$ cat config.mk
export PLATFORM = sky130hd
export DESIGN_NAME = if_fetch_ctrl
export DESIGN_NICKNAME = d
export VERILOG_FILES = /design/src/rtl/if_fetch_ctrl.sv
export SDC_FILE = /design/constraint.sdc
export NUM_CORES = 1
export LEC_CHECK = 0
export ABC_AREA = 1
export CAP_MARGIN = 20
export CORE_UTILIZATION = 54
export CTS_BUF_LIST = sky130_fd_sc_hd__clkbuf_4 sky130_fd_sc_hd__clkbuf_8
export DETAILED_ROUTE_END_ITERATION = 10
export GPL_TIMING_DRIVEN = 0
export MAX_ROUTING_LAYER = met4
export PLACE_DENSITY_LB_ADDON = 0.2
export RECOVER_POWER = 50
export SLEW_MARGIN = 20
export SYNTH_ARGS = -nofsm -noshare
export SYNTH_HDL_FRONTEND = slang
export SYNTH_SLANG_ARGS = --single-unit
$ cat constraint.sdc
create_clock -name i_clock -period 4.09 [get_ports i_clock]
set_input_delay 0.818 -clock i_clock [delete_from_list [all_inputs] [get_ports i_clock]]
set_output_delay 0.818 -clock i_clock [all_outputs]
set_load 0.05 [all_outputs]
$ cat src/rtl/if_fetch_ctrl.sv
// Instruction-fetch sequencer: drives PC select/enable and the IF/ID latch, runs the imem
// request/ready handshake and resolves branch redirects that land on an outstanding fetch.
module if_fetch_ctrl #(
   parameter int unsigned ADDR_W     = 32,
   parameter int unsigned RESET_HOLD = 2
) (
   input  logic              i_clock,
   input  logic              i_reset,
   input  logic              i_branch_taken,
   input  logic [ADDR_W-1:0] i_branch_address,
   input  logic              i_stall,
   input  logic              i_imem_ready,
   output logic              o_imem_req,
   output logic              o_pc_enable,
   output logic              o_select,
   output logic [ADDR_W-1:0] o_branch_address,
   output logic              o_ifid_enable,
   output logic              o_ifid_valid,
   output logic              o_flush,
   output logic [1:0]        o_state
);

   typedef enum logic [1:0] {
      StBoot     = 2'd0,
      StFetch    = 2'd1,
      StHold     = 2'd2,
      StRedirect = 2'd3
   } state_e;

   localparam logic [3:0] HoldInit = 4'(RESET_HOLD);

   state_e            state_q, state_d;
   logic [3:0]        cnt_q, cnt_d;
   logic [ADDR_W-1:0] pend_q, pend_d;

   always_ff @(posedge i_clock or posedge i_reset) begin
      if (i_reset) begin
         state_q <= StBoot;
         cnt_q   <= HoldInit;
         pend_q  <= '0;
      end else begin
         state_q <= state_d;
         cnt_q   <= cnt_d;
         pend_q  <= pend_d;
      end
   end

   always_comb begin
      state_d          = state_q;
      cnt_d            = cnt_q;
      pend_d           = pend_q;
      o_imem_req       = 1'b0;
      o_pc_enable      = 1'b0;
      o_select         = 1'b0;
      o_branch_address = pend_q;
      o_ifid_enable    = 1'b0;
      o_ifid_valid     = 1'b0;
      o_flush          = 1'b0;

      unique case (state_q)
         StBoot: begin
            if (cnt_q == 4'd0) begin
               state_d = StFetch;
            end else begin
               cnt_d = cnt_q - 4'd1;
            end
         end

         StFetch: begin
            o_imem_req = 1'b1;
            if (i_branch_taken && i_imem_ready) begin
               // Redirect on the same edge; the just-returned word is the wrong path.
               o_pc_enable      = 1'b1;
               o_select         = 1'b1;
               o_branch_address = i_branch_address;
               o_flush          = 1'b1;
               o_ifid_enable    = 1'b1;
            end else if (i_branch_taken) begin
               pend_d  = i_branch_address;
               o_flush = 1'b1;
               state_d = StRedirect;
            end else if (i_imem_ready && !i_stall) begin
               o_pc_enable   = 1'b1;
               o_ifid_enable = 1'b1;
               o_ifid_valid  = 1'b1;
            end else if (i_imem_ready) begin
               state_d = StHold;
            end
         end

         StHold: begin
            if (i_branch_taken) begin
               o_pc_enable      = 1'b1;
               o_select         = 1'b1;
               o_branch_address = i_branch_address;
               o_flush          = 1'b1;
               o_ifid_enable    = 1'b1;
               state_d          = StFetch;
            end else if (!i_stall) begin
               state_d = StFetch;
            end
         end

         StRedirect: begin
            o_imem_req = 1'b1;
            if (i_branch_taken) begin
               pend_d  = i_branch_address;
               o_flush = 1'b1;
            end
            if (i_imem_ready) begin
               // Newest target wins, including one arriving on the ready cycle itself.
               o_branch_address = i_branch_taken ? i_branch_address : pend_q;
               o_pc_enable      = 1'b1;
               o_select         = 1'b1;
               o_ifid_enable    = 1'b1;
               state_d          = StFetch;
            end
         end

         default: state_d = StBoot;
      endcase
   end

   assign o_state = state_q;

endmodule

==> results of run 1 <==
-- state kept, by name, summed over array words and instances (netlist names) --
signal   cells
cnt_q        4
o_state      2
pend_q      32
-- routing by layer --
| metal | up-vias | wire length [um] | GRT usage | part of all wire |
|---|---|---|---|---|
| li1 | 1581 | - | - | - |
| met1 | 1550 | 3660 | 0.437 | 0.42 |
| met5 | - | 0 | - | 0 |
| met4 | 0 | 155 | 0.132 | 0.018 |
| met3 | 18 | 887 | 0.0509 | 0.10 |
| met2 | 242 | 4080 | 0.531 | 0.47 |
-- path summary, 6_finish.rpt --
path,start,to,slack [ps],cells after the start
max,i_branch_taken,o_branch_address[20],130,7
min,cnt_q[2],cnt_q[2],480,1
max reg2reg,o_state[1],pend_q[17],2430,5
min reg2reg,cnt_q[2],cnt_q[2],480,1
max in group asynchronous,i_reset,pend_q[26],1410,3
min in group asynchronous,i_reset,pend_q[6],1050,2
-- cell families (layout without fill, tap and decap cells) --
logic type,after synthesis,count (layout)
AND/OR/NAND/NOR,151,151
flip-flops,38,38
XOR/XNOR,3,3
AO/OA/AOI/OAI,153,153
adder cells (fa/ha/maj),2,2
buffers and inverters,78,163
-- power groups by stage --
stage | clock network, mW | registers, mW | logic [mW]
floorplan | 0 | 0.640 | 1.77
global placement | 0 | 0.617 | 2.52
detailed placement | 0 | 0.627 | 2.56
CTS | 0.272 | 0.621 | 2.58
global route | 0.287 | 0.641 | 2.73
finish | 0.270 | 0.627 | 2.57
-- critical path, delay by kind of cell --
family,cells,cell delay (ps)
and+or+nand+nor,2,240
buffers and inverters,4,1950
AOI/OAI and AO/OA,1,120
-- through the flow --
stage | hold WS (ps) | total power, mW
CTS | 477 | 3.47
finish | 480 | 3.47
detailed placement | 460 | 3.19
global placement | 457 | 3.13
floorplan | 442 | 2.41
global route | 494 | 3.66
-- Yosys cell counts, types with 6 or more instances --
| library cell | instances |
|---|---|
| a21oi_1 | 28 |
| a22oi_1 | 24 |
| buf_2 | 13 |
| buf_4 | 8 |
| clkbuf_1 | 6 |
| dfrtp_1 | 37 |
| inv_1 | 44 |
| nand2_1 | 120 |
| nand3_1 | 12 |
| nor2_1 | 13 |
| o21ai_0 | 55 |
| o21ai_1 | 36 |
-- final cells by class --
cell class,count,area share
timing repair buffer,77,0.202
buffer,31,0.0493
tap,70,0.0231
inverter,47,0.0466
sequential,38,0.252
clock buffer,8,0.0241
multi-input combinational,309,0.403
==> results.sh, run 1 <==
export IMPL_syn_area_per_cell_um2=6.72
export IMPL_synthAdderAreaFrac=0.00877
export IMPL_crit_chain="clkdlybuf4s50_1 > nand2_2 > buf_6 > clkbuf_1 > o21ai_1 > nand2_1 > clkdlybuf4s50_1"
export IMPL_cts_setup_buffers=0
export IMPL_cts_tree="built"
export IMPL_root_buffer="clkbuf_8"
export IMPL_power_switching_mw=1.99
export IMPL_drc=0
export IMPL_ys_warnings_count=0
export IMPL_antenna_found_initial=0
export IMPL_grt_total_usage=0.337
export IMPL_min_period_ps=3960
export IMPL_num_fill_cells=410
export IMPL_internal_power_mw=1.48
export IMPL_final_nets=548
export IMPL_drive_above_1_share=0.0784
export IMPL_dr_pass1_iters=6
export IMPL_synth_main_ff_cell="dfrtp_1"
export IMPL_critical_path_required_ps=3270
export IMPL_dp_hpwl_um=6190
export IMPL_htreeDepth=2
export IMPL_synth_top_area_share=0.324
export IMPL_final_cell_mix="nand2_1, clkdlybuf4s50_1, o21ai_0"
export IMPL_worstHoldPathType="register to register"
export IMPL_synth_seq_cells=38
export IMPL_crit_path_max_incr_delay_ps=790
export IMPL_rsz0062_at_grt="no"
export IMPL_cp_arrival_ps=3140
export IMPL_cts_sinks=38
export IMPL_grt_ovfl_total=0
export IMPL_synth_edf_count=0
export IMPL_grt_pass1_wl_um=13800
export IMPL_fin_skew_ps=3.34
export IMPL_wl_um=8780
export IMPL_worstPathMaxFanout=10
export IMPL_clockBufferDepth=2
export IMPL_grt_pass1_vias=2968
export IMPL_cts_resized=0
export IMPL_pin_count=77
export IMPL_ys_types=25
export IMPL_synth_area_mm2=0.00285
export IMPL_coreArea_mm2=0.00511
export IMPL_p_leak_nw=1.75
export IMPL_clock_latency_ps=290
export IMPL_synth_nets=464
export IMPL_p_seq_frac=0.181
export IMPL_die_w_um=74.7
export IMPL_cts_hold_buf=0
export IMPL_p_clk_frac=0.078
export IMPL_critPathLaunchType="input pin"
export IMPL_routed_via_density=5.85
export IMPL_syn_inst=425
export IMPL_initial_core_util=0.559
export IMPL_synthMuxAreaShare=0
export IMPL_multiInputGateArea_mm2=0.00153
export IMPL_final_area_mm2=0.00378
export IMPL_power_density_mw_per_mm2=917
export IMPL_peakVddDrop_uv=573
export IMPL_finalCritPeriodShare=0.969
export IMPL_tightest_slew_ps=1320
export IMPL_tns_ps=0
export IMPL_netSwitchingFraction=0.573
export IMPL_fmax_ghz=0.252
export IMPL_num_rows=26
export IMPL_seq_area_frac_synth=0.334
export IMPL_synthToLayoutAreaGrowth_pct=32.6
export IMPL_cts_clk_slew_worst_paths_ps=70
export IMPL_slew_limit_headroom=0.117
export IMPL_seqCellArea_um2=952
export IMPL_path_common_cell="clkdlybuf4s50_1"
export IMPL_combPwrFrac=0.742
export IMPL_worst_slack_ps=129
export IMPL_synth_top_family_by_area="compound AO/OA/AOI/OAI gates"
export IMPL_synthArstFlopShare=1.00
export IMPL_synth_xor_area_share=0.00921
export IMPL_num_antenna_cells=0
export IMPL_die_area_mm2=0.00558
export IMPL_yosysTopAreaCell="dfrtp_1"
export IMPL_slew_viol_final=0
export IMPL_final_common_cell="nand2_1"
export IMPL_finalWeightedCongestion=0.990
export IMPL_fin_cells=580
export IMPL_vias=3391
export IMPL_port_buffers=76
export IMPL_dieHeight_um=74.7
export IMPL_dp_cells=572
export IMPL_worst_setup_path_type="input pin to output pin"
export IMPL_setup_violations=0
export IMPL_wl_per_cell_um=15.1
export IMPL_cts_made_buffers=5
export IMPL_ant_nets=0
export IMPL_cap_viol_max_count=0
export IMPL_yosys_area_share_simple=0.216
export IMPL_status="finished clean"
export IMPL_finalCoreUtilization=0.741
export IMPL_place_ws_ps=149
export IMPL_synth_area_leaders="dfrtp_1, nand2_1, o21ai_0"
export IMPL_crit_path_end_kind="output pin"
export IMPL_critical_path_slowest_cell="clkdlybuf4s50_1"
export IMPL_hold_viol=0
export IMPL_synth_compound_area_frac=0.303
export IMPL_grt_max_degree=24
export IMPL_drt_initial_drc_count=434
export IMPL_dpl_cell_area_mm2=0.00373
No activity file was read; power rests on OpenSTA's default activity.
==> inputs of run 2 (changes only) <==
Settings changed: ABC_AREA 1 to not set, CORE_UTILIZATION 54 to 51.
==> results.sh, run 2 <==
export IMPL_drive_above_1_share=0.302
export IMPL_seq_area_frac_synth=0.421
export IMPL_worstPathMaxFanout=10
export IMPL_slew_viol_final=35
export IMPL_synth_area_leaders="dfrtp_1, mux2_4, buf_12"
export IMPL_status="complete, but fails checks"
export IMPL_synth_top_area_share=0.409
export IMPL_routed_via_density=5.17
export IMPL_die_area_mm2=0.00471
export IMPL_synthMuxAreaShare=0.427
export IMPL_coreArea_mm2=0.00414
export IMPL_crit_path_end_kind="output pin"
export IMPL_synthToLayoutAreaGrowth_pct=38.7
export IMPL_final_common_cell="clkdlybuf4s50_1"
export IMPL_regMostFlops="pend_q"
export IMPL_ant_nets=0
export IMPL_port_buffers=76
export IMPL_synth_xor_area_share=0.00387
export IMPL_grt_total_usage=0.211
export IMPL_die_w_um=68.6
export IMPL_setup_violations=0
export IMPL_htreeDepth=2
export IMPL_drc=0
export IMPL_worstRegToRegCells=5
export IMPL_worstHoldPathType="register to register"
export IMPL_finalCritPeriodShare=0.928
export IMPL_crit_end="o_branch_address[16]"
export IMPL_synthArstFlopShare=1.00
export IMPL_num_rows=23
export IMPL_pin_count=77
export IMPL_worst_setup_path_type="input pin to output pin"
export IMPL_total_power_mw=1.46
export IMPL_largest_reg_flops=32
export IMPL_yosysMostFrequentCell="mux2_4"
export IMPL_initial_core_util=0.546
export IMPL_worstSetupPathDepth=6
export IMPL_grt_max_degree=35
export IMPL_synth_common_cells="mux2_4, dfrtp_1, nor2_1, inv_1, mux2_2"
export IMPL_final_cell_mix="clkdlybuf4s50_1, mux2_4, dfrtp_1"
export IMPL_r2r_start="o_state[1]"
export IMPL_synth_top_family_by_area="multiplexers"
export IMPL_tns_ps=0
export IMPL_antenna_found_initial=0
export IMPL_final_area_mm2=0.00314
export IMPL_critPathLaunchType="input pin"
export IMPL_drt_initial_drc_count=42
export IMPL_cts_sinks=38
export IMPL_crit_path_max_incr_delay_ps=720
export IMPL_synth_seq_cells=38
export IMPL_cts_hold_buf=0
export IMPL_synth_area_mm2=0.00226
export IMPL_cp_startpoint="i_branch_taken"
export IMPL_finalWeightedCongestion=0.846
export IMPL_rsz0062_at_grt="no"
export IMPL_grt_pass1_wl_um=6880
export IMPL_crit_family="buffers and inverters"
export IMPL_synth_nets=189
export IMPL_violations="max-capacitance violations, max-slew violations"
export IMPL_dpl_cell_area_mm2=0.00311
export IMPL_critical_path_slowest_cell="clkdlybuf4s50_1"
export IMPL_cp_arrival_ps=2980
export IMPL_synth_compound_area_frac=0.0343
export IMPL_fin_skew_ps=7.00
export IMPL_ys_warnings_count=0
export IMPL_yosys_area_share_simple=0.0398
export IMPL_ff2ff_setup_slack_ps=1970
export IMPL_peakVddDrop_uv=329
export IMPL_final_nets=273
export IMPL_cap_viol_max_count=1
export IMPL_clock_latency_ps=290
export IMPL_slew_limit_headroom=-0.179
export IMPL_synth_main_ff_cell="dfrtp_1"
export IMPL_r2r_end="pend_q[5]"
export IMPL_dieHeight_um=68.6
export IMPL_syn_inst=150
export IMPL_tightest_slew_ps=1770
export IMPL_root_buffer="clkbuf_8"
export IMPL_cts_setup_buffers=0
export IMPL_dp_hpwl_um=3480
export IMPL_critPathBufInv=4
export IMPL_cts_clk_slew_worst_paths_ps=70
export IMPL_syn_area_per_cell_um2=15.1
export IMPL_min_period_ps=3800
export IMPL_cts_resized=0
export IMPL_fmax_ghz=0.263
export IMPL_num_fill_cells=290
export IMPL_cts_tree="built"
export IMPL_wl_per_cell_um=16.1
export IMPL_power_density_mw_per_mm2=464
export IMPL_critical_path_required_ps=3270
export IMPL_ys_types=28
export IMPL_hold_viol=0
export IMPL_crit_chain="dlygate4sd3_1 > inv_1 > a21o_4 > buf_12 > mux2_4 > clkdlybuf4s50_1"
export IMPL_yosysTopAreaCell="dfrtp_1"
export IMPL_synthAdderAreaFrac=0.0111
export IMPL_num_antenna_cells=0
export IMPL_dr_pass1_iters=4
export IMPL_synth_edf_count=0
export IMPL_clockBufferDepth=2
export IMPL_cts_made_buffers=5
export IMPL_wl_um=4600
export IMPL_p_leak_nw=1.43
export IMPL_vias=1474
export IMPL_grt_pass1_vias=1431
export IMPL_grt_ovfl_total=0
run 2: stage by stage:
step / utilization / hold WS (ps) / std cells / worst slack [ps]
floorplan: - / 476 / 150 / 1200
global placement: 0.745 / 492 / 276 / 390
detailed placement: 0.750 / 497 / 277 / 345
CTS: 0.777 / 517 / 285 / 341
global route: 0.758 / 506 / 285 / 234
finish: 0.758 / 491 / 285 / 293
run 2: layer usage:
layer | track usage | vias up | wire [um] | part of all wire
met2 | 0.347 | 46 | 2390 | 0.52
met3 | 0.0707 | 4 | 275 | 0.060
met1 | 0.247 | 731 | 1900 | 0.41
met4 | 0.0547 | 0 | 27 | 0.0059
li1 | - | 693 | - | -
met5 | - | - | 0 | 0
run 2: final cells by class:
class                      count  area [um^2]  area share
clock inverter                 1         30.0     0.00957
buffer                        10         96.3      0.0307
inverter                       5         18.8     0.00598
sequential                    38          952       0.303
timing repair buffer          77          764       0.244
multi-input combinational     97         1130       0.360
clock buffer                   7         83.8      0.0267
tap                           50         62.6      0.0199
run 2: worst min-delay path by stage:
stage	startpoint	end	slack, ps	cells after the start
after CTS	pend_q[26]	pend_q[26]	520	1
after floorplan	pend_q[0]	pend_q[0]	480	1
after global routing	pend_q[20]	pend_q[20]	510	1
after detailed placement	pend_q[20]	pend_q[20]	500	1
final	pend_q[19]	pend_q[19]	490	1
after global placement	pend_q[9]	pend_q[9]	490	1
run 2: cell families after synthesis:
group           Yosys count
fa+ha+maj                 2
flops                    38
compound gates           10
simple gates             18
buf+inv                  15
mux                      66
xor+xnor                  1
run 2: power by group:
part	leakage, nW	total (mW)	switching, mW	internal (mW)
clock network	0.0593	0.321	0.125	0.196
registers	0.448	0.473	0.0364	0.437
logic	0.924	0.663	0.355	0.308
total	1.43	1.46	0.517	0.941
==> inputs of run 3 (changes only) <==
Settings changed: ABC_AREA set to 1, CORE_UTILIZATION 51 to 54.
==> results of run 3 <==
Final layout, timing and power as in run 1 (identical DEF).
